`config.mk`:
```
export PLATFORM = sky130hd
export DESIGN_NAME = flex_stp_deser
export DESIGN_NICKNAME = d
export VERILOG_FILES = /design/src/rtl/flex_stp_pkg.sv /design/src/rtl/flex_stp_core.sv /design/src/rtl/flex_stp_deser.sv
export SDC_FILE = /design/constraint.sdc
export NUM_CORES = 1
export LEC_CHECK = 0
export ABC_AREA = 0
export BUFFER_PORTS_ARGS = -buffer_cell sky130_fd_sc_hd__buf_2
export CORE_MARGIN = 4
export CORE_UTILIZATION = 40
export CTS_CLUSTER_DIAMETER = 50
export DETAILED_ROUTE_END_ITERATION = 7
export PLACE_DENSITY = 0.62
export SYNTH_ARGS = -nofsm -noshare
export SYNTH_HDL_FRONTEND = slang
export SYNTH_SLANG_ARGS = --single-unit
```
`constraint.sdc`:
```
create_clock -name clk -period 2.35 [get_ports clk]
set_input_delay 0.1175 -clock clk [delete_from_list [all_inputs] [get_ports clk]]
set_output_delay 0.1175 -clock clk [all_outputs]
set_load 0.02 [all_outputs]
```
`src/rtl/flex_stp_pkg.sv`:
```
// flex_stp_pkg: shared types and sizing helpers for the flex_stp deserializer.
package flex_stp_pkg;

    // Where new serial data enters the shift register.
    typedef enum logic {
        DIR_LSB_IN = 1'b0,  // enters at LSB, shifts toward MSB
        DIR_MSB_IN = 1'b1   // enters at MSB, shifts toward LSB
    } shift_dir_t;

    // Number of shifts that make up one word.
    function automatic int beats(input int num_bits, input int lanes);
        return num_bits / lanes;
    endfunction

    // Width of the beat counter; never narrower than one bit.
    function automatic int cnt_w(input int n_beats);
        return (n_beats <= 2) ? 1 : $clog2(n_beats);
    endfunction

    // Map the SHIFT_MSB parameter onto the direction enum.
    function automatic shift_dir_t dir_of(input int shift_msb);
        return (shift_msb != 0) ? DIR_LSB_IN : DIR_MSB_IN;
    endfunction

endpackage

```
`src/rtl/flex_stp_core.sv`:
```
// flex_stp_core: multi-lane shift register plus beat counter. Emits a
// combinational one-cycle word_done_o pulse carrying the post-shift word.
module flex_stp_core
    import flex_stp_pkg::*;
#(
    parameter int   NUM_BITS  = 8,
    parameter int   LANES     = 1,
    parameter int   SHIFT_MSB = 1,
    parameter logic FILL_VAL  = 1'b1
) (
    input  logic                                       clk,
    input  logic                                       rst,
    input  logic                                       shift_enable_i,
    input  logic [LANES-1:0]                           serial_in_i,
    input  logic                                       clear_i,
    output logic [NUM_BITS-1:0]                        sr_o,
    output logic [cnt_w(beats(NUM_BITS, LANES))-1:0]   cnt_o,
    output logic                                       word_done_o,
    output logic [NUM_BITS-1:0]                        word_o
);

    localparam int         BEATS = beats(NUM_BITS, LANES);
    localparam int         CW    = cnt_w(BEATS);
    localparam shift_dir_t DIR   = dir_of(SHIFT_MSB);
    localparam logic [CW-1:0]       LAST = CW'(BEATS - 1);
    localparam logic [NUM_BITS-1:0] FILL = {NUM_BITS{FILL_VAL}};

    logic [NUM_BITS-1:0] sr_q, sr_d, sr_shift;
    logic [CW-1:0]       cnt_q, cnt_d;
    logic                last_beat;

    // Candidate register value if this cycle shifts.
    generate
        if (LANES == NUM_BITS) begin : g_full
            assign sr_shift = serial_in_i;
        end else if (DIR == DIR_LSB_IN) begin : g_lsb_in
            assign sr_shift = {sr_q[NUM_BITS-LANES-1:0], serial_in_i};
        end else begin : g_msb_in
            assign sr_shift = {serial_in_i, sr_q[NUM_BITS-1:LANES]};
        end
    endgenerate

    assign last_beat = (cnt_q == LAST);

    // Next-state: clear wins over shift; completion only on a real shift.
    always_comb begin
        sr_d        = sr_q;
        cnt_d       = cnt_q;
        word_done_o = 1'b0;
        if (clear_i) begin
            sr_d  = FILL;
            cnt_d = '0;
        end else if (shift_enable_i) begin
            sr_d        = sr_shift;
            cnt_d       = last_beat ? '0 : cnt_q + CW'(1);
            word_done_o = last_beat;
        end
    end

    // Shift register and beat counter state.
    always_ff @(posedge clk or posedge rst) begin
        if (rst) begin
            sr_q  <= FILL;
            cnt_q <= '0;
        end else begin
            sr_q  <= sr_d;
            cnt_q <= cnt_d;
        end
    end

    assign sr_o   = sr_q;
    assign cnt_o  = cnt_q;
    assign word_o = sr_shift;

endmodule

```
`src/rtl/flex_stp_deser.sv`:
```
// flex_stp_deser: serial-to-parallel deserializer with a one-word holding
// register and valid/ready handshake. Define FLEX_STP_OVF_EN to build the
// sticky overrun flag; otherwise overflow is tied low.
module flex_stp_deser
    import flex_stp_pkg::*;
#(
    parameter int   NUM_BITS  = 8,
    parameter int   LANES     = 1,
    parameter int   SHIFT_MSB = 1,
    parameter logic FILL_VAL  = 1'b1
) (
    input  logic                                       clk,
    input  logic                                       rst,
    input  logic                                       shift_enable,
    input  logic [LANES-1:0]                           serial_in,
    input  logic                                       clear,
    output logic [NUM_BITS-1:0]                        parallel_out,
    output logic [cnt_w(beats(NUM_BITS, LANES))-1:0]   bit_count,
    output logic [NUM_BITS-1:0]                        word_out,
    output logic                                       word_valid,
    input  logic                                       word_ready,
    output logic                                       overflow
);

    logic                word_done;
    logic [NUM_BITS-1:0] core_word;
    logic [NUM_BITS-1:0] word_out_q, word_out_d;
    logic                word_valid_q, word_valid_d;

    flex_stp_core #(
        .NUM_BITS (NUM_BITS),
        .LANES    (LANES),
        .SHIFT_MSB(SHIFT_MSB),
        .FILL_VAL (FILL_VAL)
    ) u_core (
        .clk           (clk),
        .rst           (rst),
        .shift_enable_i(shift_enable),
        .serial_in_i   (serial_in),
        .clear_i       (clear),
        .sr_o          (parallel_out),
        .cnt_o         (bit_count),
        .word_done_o   (word_done),
        .word_o        (core_word)
    );

    // Holding register: load when empty or being popped, else drop the word.
    always_comb begin
        word_out_d   = word_out_q;
        word_valid_d = word_valid_q;
        if (word_done) begin
            if (!word_valid_q || word_ready) begin
                word_out_d   = core_word;
                word_valid_d = 1'b1;
            end
        end else if (word_valid_q && word_ready) begin
            word_valid_d = 1'b0;
        end
    end

    // Holding register and valid flag state.
    always_ff @(posedge clk or posedge rst) begin
        if (rst) begin
            word_out_q   <= '0;
            word_valid_q <= 1'b0;
        end else begin
            word_out_q   <= word_out_d;
            word_valid_q <= word_valid_d;
        end
    end

    assign word_out   = word_out_q;
    assign word_valid = word_valid_q;

`ifdef FLEX_STP_OVF_EN
    logic ovf_q, ovf_d;

    assign ovf_d = ovf_q | (word_done & word_valid_q & ~word_ready);

    // Sticky overrun flag, cleared only by reset.
    always_ff @(posedge clk or posedge rst) begin
        if (rst) begin
            ovf_q <= 1'b0;
        end else begin
            ovf_q <= ovf_d;
        end
    end

    assign overflow = ovf_q;
`else
    assign overflow = 1'b0;
`endif

endmodule

```
==> results of run 1 <==
kinds of logic after synthesis:
kind of cell,Yosys count,share of synthesized area [%]
DFF,20,58.5
buffers and inverters,7,4.30
muxes,11,13.8
adders and majority gates,2,2.86
and+or+nand+nor,13,9.74
other,1,0.429
AOI/OAI and AO/OA,10,10.5
routing by layer:
metal  vias to the layer above  track usage (%)  routed length (um)
met2                        19             19.5                 650
li1                        272                -                   -
met3                         2             2.45                 108
met4                         0             4.98                  13
met1                       281             14.9                 715
met5                         -                0                   0
worst max-delay path: stages, from the launching register on:
cell and delay (ns):
dfrtp_1 0.40, ha_1 0.17, ha_1 0.21, nand3b_4 0.10
a21oi_4 0.28, mux2_2 0.37
state kept, by name, indices dropped and copies added, names as in the netlist:
signal / count
u_core.cnt_o: 3
word_out: 8
word_valid: 1
u_core.sr_o: 8
per-stage QoR:
stage / hold WS (ns) / power (uW) / setup WS [ns] / cell area, um2 / instances
final: 0.0436 / 729 / 0.717 / 1080 / 118
after global routing: 0.0444 / 757 / 0.639 / 1080 / 118
after CTS: 0.0342 / 739 / 0.689 / 1080 / 118
after detailed placement: 0.283 / 457 / 0.704 / 1010 / 112
after global placement: 0.288 / 457 / 0.771 / 1010 / 112
after floorplan: 0.0754 / 435 / 0.721 / 873 / 64
cell type report:
cell class / instances / area (um2) / area share (%)
clock buffers: 3 / 22.5 / 2.09
multi-input cells: 37 / 325 / 30.2
flip-flops and latches: 20 / 510 / 47.3
clock inverters: 1 / 30.0 / 2.78
repair buffers: 27 / 145 / 13.5
inverters: 3 / 11.3 / 1.04
well taps: 27 / 33.8 / 3.13
worst paths after layout:
kind | slack [ns] | start | cells after the start | endpoint
max in group asynchronous | 1.44 | rst | 3 | word_out[0]$_DFFE_PP0P_
setup reg to reg | 0.72 | u_core.cnt_o[0]$_DFFE_PP0P_ | 5 | word_out[0]$_DFFE_PP0P_
hold reg to reg | 0.52 | word_out[0]$_DFFE_PP0P_ | 1 | word_out[0]$_DFFE_PP0P_
min in group asynchronous | 0.46 | rst | 3 | word_out[7]$_DFFE_PP0P_
setup / recovery | 0.72 | u_core.cnt_o[0]$_DFFE_PP0P_ | 5 | word_out[0]$_DFFE_PP0P_
hold / removal | 0.04 | serial_in | 2 | u_core.sr_o[0]$_DFFE_PP1P_
layout by cell type, fill, tap and decap left out:
cell type and n:
bufinv_16 1, mux2_2 8, dlygate4sd3_1 2, mux2i_1 3
inv_1 3, conb_1 1, ha_1 2, a21oi_4 1
buf_2 25, nor2_1 4, nor2b_1 8, o21ai_0 1
nand3b_4 1, a211o_1 8, dfstp_2 8, dfrtp_1 12
clkbuf_4 3
where the power goes:
part           switching, uW  internal (uW)  total, uW
registers               10.4            364        374
clock network            105            172        277
logic                   47.3           30.6       77.9
synthesized netlist by cell type:
master	count	area share (%)
nor2b_1	8	5.7
inv_1	3	1.3
dfrtp_1	12	34
a21oi_4	1	1.9
conb_1	1	0.43
nand3b_4	1	2.3
clkbuf_1	1	0.43
buf_4	3	2.6
mux2i_1	3	3.4
ha_1	2	2.9
mux2_2	8	10
nor2_1	4	1.7
a211o_1	8	8.0
dfstp_2	8	24
o21ai_0	1	0.57
timing repair:
| item | CTS | global route |
|---|---|---|
| hold buffers | 2 | 0 |
| endpoints found under the setup margin | 0 | 0 |
| endpoints found under the hold margin | 13 | 0 |
| buffers inserted | 0 | 0 |
==> flow_summary_export.csv, run 1 <==
group,metric,value,unit
run_status,outcome,"completed",
timing,fin_crit,1.63,ns
global_routing,grt_use_total,11.9,%
timing,fin_setup_tns,0,ns
die,core.rowCount,16,
routing,wire_per_inst,12.6,um
yosys,avgSynthCellArea,13.6,um2
die,initial_core_util,43.2,%
die,fp.coreArea,2020,um2
timing,max_slew.worst_pin.slew,0.705,ns
yosys,postSynthCellCount,64,
global_routing,grt_antenna_before_repair,0,
timing,fin_skew,0.00920,ns
place,place_congestion,0.649,
yosys,syn-num-nets,72,
critical_path,startpoint_type,"register",
critical_path,critPathKind,"register to register",
routing,drt_iter0_markers,1,
routing,detail-route-antenna-nets,0,
routing,wl,1490,um
place,portBuffers,25,
timing,period_share,69.5,%
critical_path,worstSetupEndpointType,"register",
critical_path,worstPathRequired,2.54,ns
die,io_pins,27,
routing,first_pass_iters,3,
power,peakVddDrop,0.396,mV
timing,hold_violations,0,
power,powerDensity,676,nW/um2
routing,drc,0,
yosys,ys_ff_latch,20,
yosys,yosysSeqAreaShare,58.5,%
place,place.detailed.hpwl,1050,um
cts,cts_root_buffer,"clkbuf_4",
cts,clock_sinks,20,
layout,post-route-util,53.3,%
cts,tritoncts,"built",
global_routing,grt_max_degree,21,
timing,relSlewSlack,52.9,%
cts,cts.path.max_buffers,2,
layout,layout-drive-gt1-share,51.6,%
global_routing,grt_pass1_vias,559,
power,power.leakage,0.000567,uW
routing,dr_total_vias,574,
layout,areaGrowthSynthToFinish,23.5,%
timing,finalMaxSlewViolations,0,
yosys,yosysWarnings,0,
cts,cts_max_level,1,
timing,rsz0062_at_grt,"false",
layout,antenna_cells,0,
timing,finalSetupViolCount,0,
global_routing,gr-total-overflow,0,
routing,via_per_inst,4.86,
die,die_x,54.7,um
worst_hold_path,worstHoldPathType,"input port to register",
critical_path,crit_arrival,1.82,ns
die,chipHeight,54.7,um
timing,fmax,0.612,GHz
cts,cts_resized,0,
cts,insertion_delay,0.30,ns
yosys,syn-cell-area,873,um2
run,drv_cap,0,
die,die_area,2990,um2
global_routing,grt_pass1_wl,2510,um
layout,nets,100,
critical_path,cp_max_fo,8,
layout,fillers,183,
cts,cts_buffers,3,
yosys,synth_cell_types,15,
cts,clk_pin_slew,0.11,ns
Note: power is estimated with default switching activity, not from simulation.
==> run 2: changes to the inputs <==
PLACE_DENSITY = 0.64   (was 0.62)
clock period = 1.34 ns   (was 2.35 ns; I/O delays follow)
==> flow_summary_export.csv, run 2 (synthesis gave the netlist of run 1 again) <==
group,metric,value,unit
critical_path,crit_arrival,1.65,ns
cts,cts_root_buffer,"clkbuf_4",
timing,finalMaxSlewViolations,0,
cts,clk_pin_slew,0.11,ns
place,place_congestion,0.615,
routing,wire_per_inst,13.8,um
cts,cts_buffers,3,
routing,drt_iter0_markers,4,
global_routing,gr-total-overflow,0,
layout,layout-drive-gt1-share,58.6,%
cts,postCtsSetupBuffers,0,
layout,most-common-layout-cells,"buf_2, dfrtp_1",
timing,fin_setup_tns,-0.896,ns
global_routing,grt_max_degree,21,
timing,rsz0062_at_grt,"true",
critical_path,path_cells,"ha_4 -> ha_4 -> nand3b_4 -> a21oi_4 -> buf_12 -> mux2_4",
die,core.rowCount,16,
run_status,outcome,"finished, violations left",
global_routing,grt_use_total,13.7,%
critical_path,worst-path-buf-inv,1,
critical_path,worstSetupEndpointType,"register",
layout,antenna_cells,0,
timing,hold_violations,0,
cts,clock_sinks,20,
layout,areaGrowthSynthToFinish,38.7,%
die,die_area,2990,um2
run,drv_cap,0,
layout,final_common_cell,"buf_2",
cts,insertion_delay,0.30,ns
run_status,violations,"negative setup slack",
timing,finalSetupViolCount,8,
timing,fin_skew,0.00198,ns
critical_path,cpMaxStageDelayCell,"dfrtp_2",
layout,nets,108,
routing,via_per_inst,4.70,
routing,drc,0,
routing,first_pass_iters,4,
die,chipHeight,54.7,um
power,powerDensity,1080,nW/um2
global_routing,grt_antenna_before_repair,0,
global_routing,grt_pass1_vias,653,
timing,fmax,0.686,GHz
cts,tritoncts,"built",
critical_path,critPathTopFamily,"flip-flops",
routing,wl,1730,um
critical_path,worstPathRequired,1.53,ns
critical_path,crit_path_max_incr_delay,0.41,ns
die,io_pins,27,
routing,detail-route-antenna-nets,0,
place,portBuffers,25,
global_routing,grt_pass1_wl,2890,um
timing,setup_slack,-0.118,ns
critical_path,crit_path_frequent_cell,"ha_4",
cts,cts_max_level,1,
power,peakVddDrop,0.613,mV
critical_path,cp_max_fo,8,
timing,fin_crit,1.46,ns
power,power.leakage,0.000610,uW
routing,dr_total_vias,592,
critical_path,critPathKind,"register to register",
power,total_power,1310,uW
die,fp.coreArea,2020,um2
cts,cts.path.max_buffers,2,
cts,cts_resized,0,
critical_path,startpoint_type,"register",
place,place.detailed.hpwl,1240,um
die,initial_core_util,43.2,%
timing,period_share,109,%
worst_hold_path,worstHoldPathType,"input port to register",
die,die_x,54.7,um
## run 2: cell type report
class,instances,area [um2]
Fill cell,175,811
Sequential cell,20,513
Multi-Input combinational cell,37,380
Timing Repair Buffer,35,220
Tap cell,27,33.8
Clock inverter,1,30.0
Clock buffer,3,22.5
Inverter,3,11.3
## run 2: where the power goes
group | total [uW] | switching [uW] | internal [uW]
Clock | 489 | 187 | 302
Combinational | 162 | 90.5 | 71.5
Sequential | 659 | 20.3 | 639
## run 2: timing repair
| item | CTS | global route |
|---|---|---|
| hold endpoints to repair | 15 | 0 |
| pin swaps | 1 | 0 |
| cloned | 0 | 0 |
| setup endpoints to repair | 8 | 8 |
| hold buffers | 3 | 0 |
## run 2: tightest hold or removal path: cells and delay by family
kind,cells,cell delay [ns]
AO/OA/AOI/OAI,1,0.08
buffers and inverters,1,0.11
AND/OR/NAND/NOR,1,0.09
## run 2: worst paths after layout
path / startpoint / end / slack [ns] / cells past startpoint
min in group asynchronous: rst / word_out[7]$_DFFE_PP0P_ / 0.31 / 4
hold / removal: shift_enable / word_valid$_DFFE_PP0P_ / 0.08 / 3
hold reg to reg: word_out[1]$_DFFE_PP0P_ / word_out[1]$_DFFE_PP0P_ / 0.52 / 1
max in group asynchronous: rst / u_core.sr_o[2]$_DFFE_PP1P_ / 0.76 / 4
setup / recovery: u_core.cnt_o[0]$_DFFE_PP0P_ / word_out[3]$_DFFE_PP0P_ / -0.12 / 6
setup reg to reg: u_core.cnt_o[0]$_DFFE_PP0P_ / word_out[3]$_DFFE_PP0P_ / -0.12 / 6
## run 2: stage by stage
step / instance area [um2] / cells / worst slack (ns) / util (%) / hold slack (ns)
6_report: 1210 / 126 / -0.118 / 59.9 / 0.0782
4_1_cts: 1210 / 126 / -0.125 / 59.9 / 0.0711
3_3_place_gp: 1130 / 119 / -0.0807 / 55.8 / 0.101
3_5_place_dp: 1130 / 119 / -0.107 / 55.8 / 0.106
2_1_floorplan: 931 / 64 / -0.194 / - / 0.0248
5_1_grt: 1210 / 126 / -0.153 / 59.9 / 0.0680
## run 2: routing by layer
| metal | up-vias | share of wire, % | global-route usage (%) |
|---|---|---|---|
| li1 | 287 | - | - |
| met4 | 0 | 0.75 | 7.47 |
| met2 | 19 | 46 | 21.7 |
| met5 | - | 0 | 0 |
| met1 | 284 | 47 | 17.5 |
| met3 | 2 | 6.4 | 2.45 |
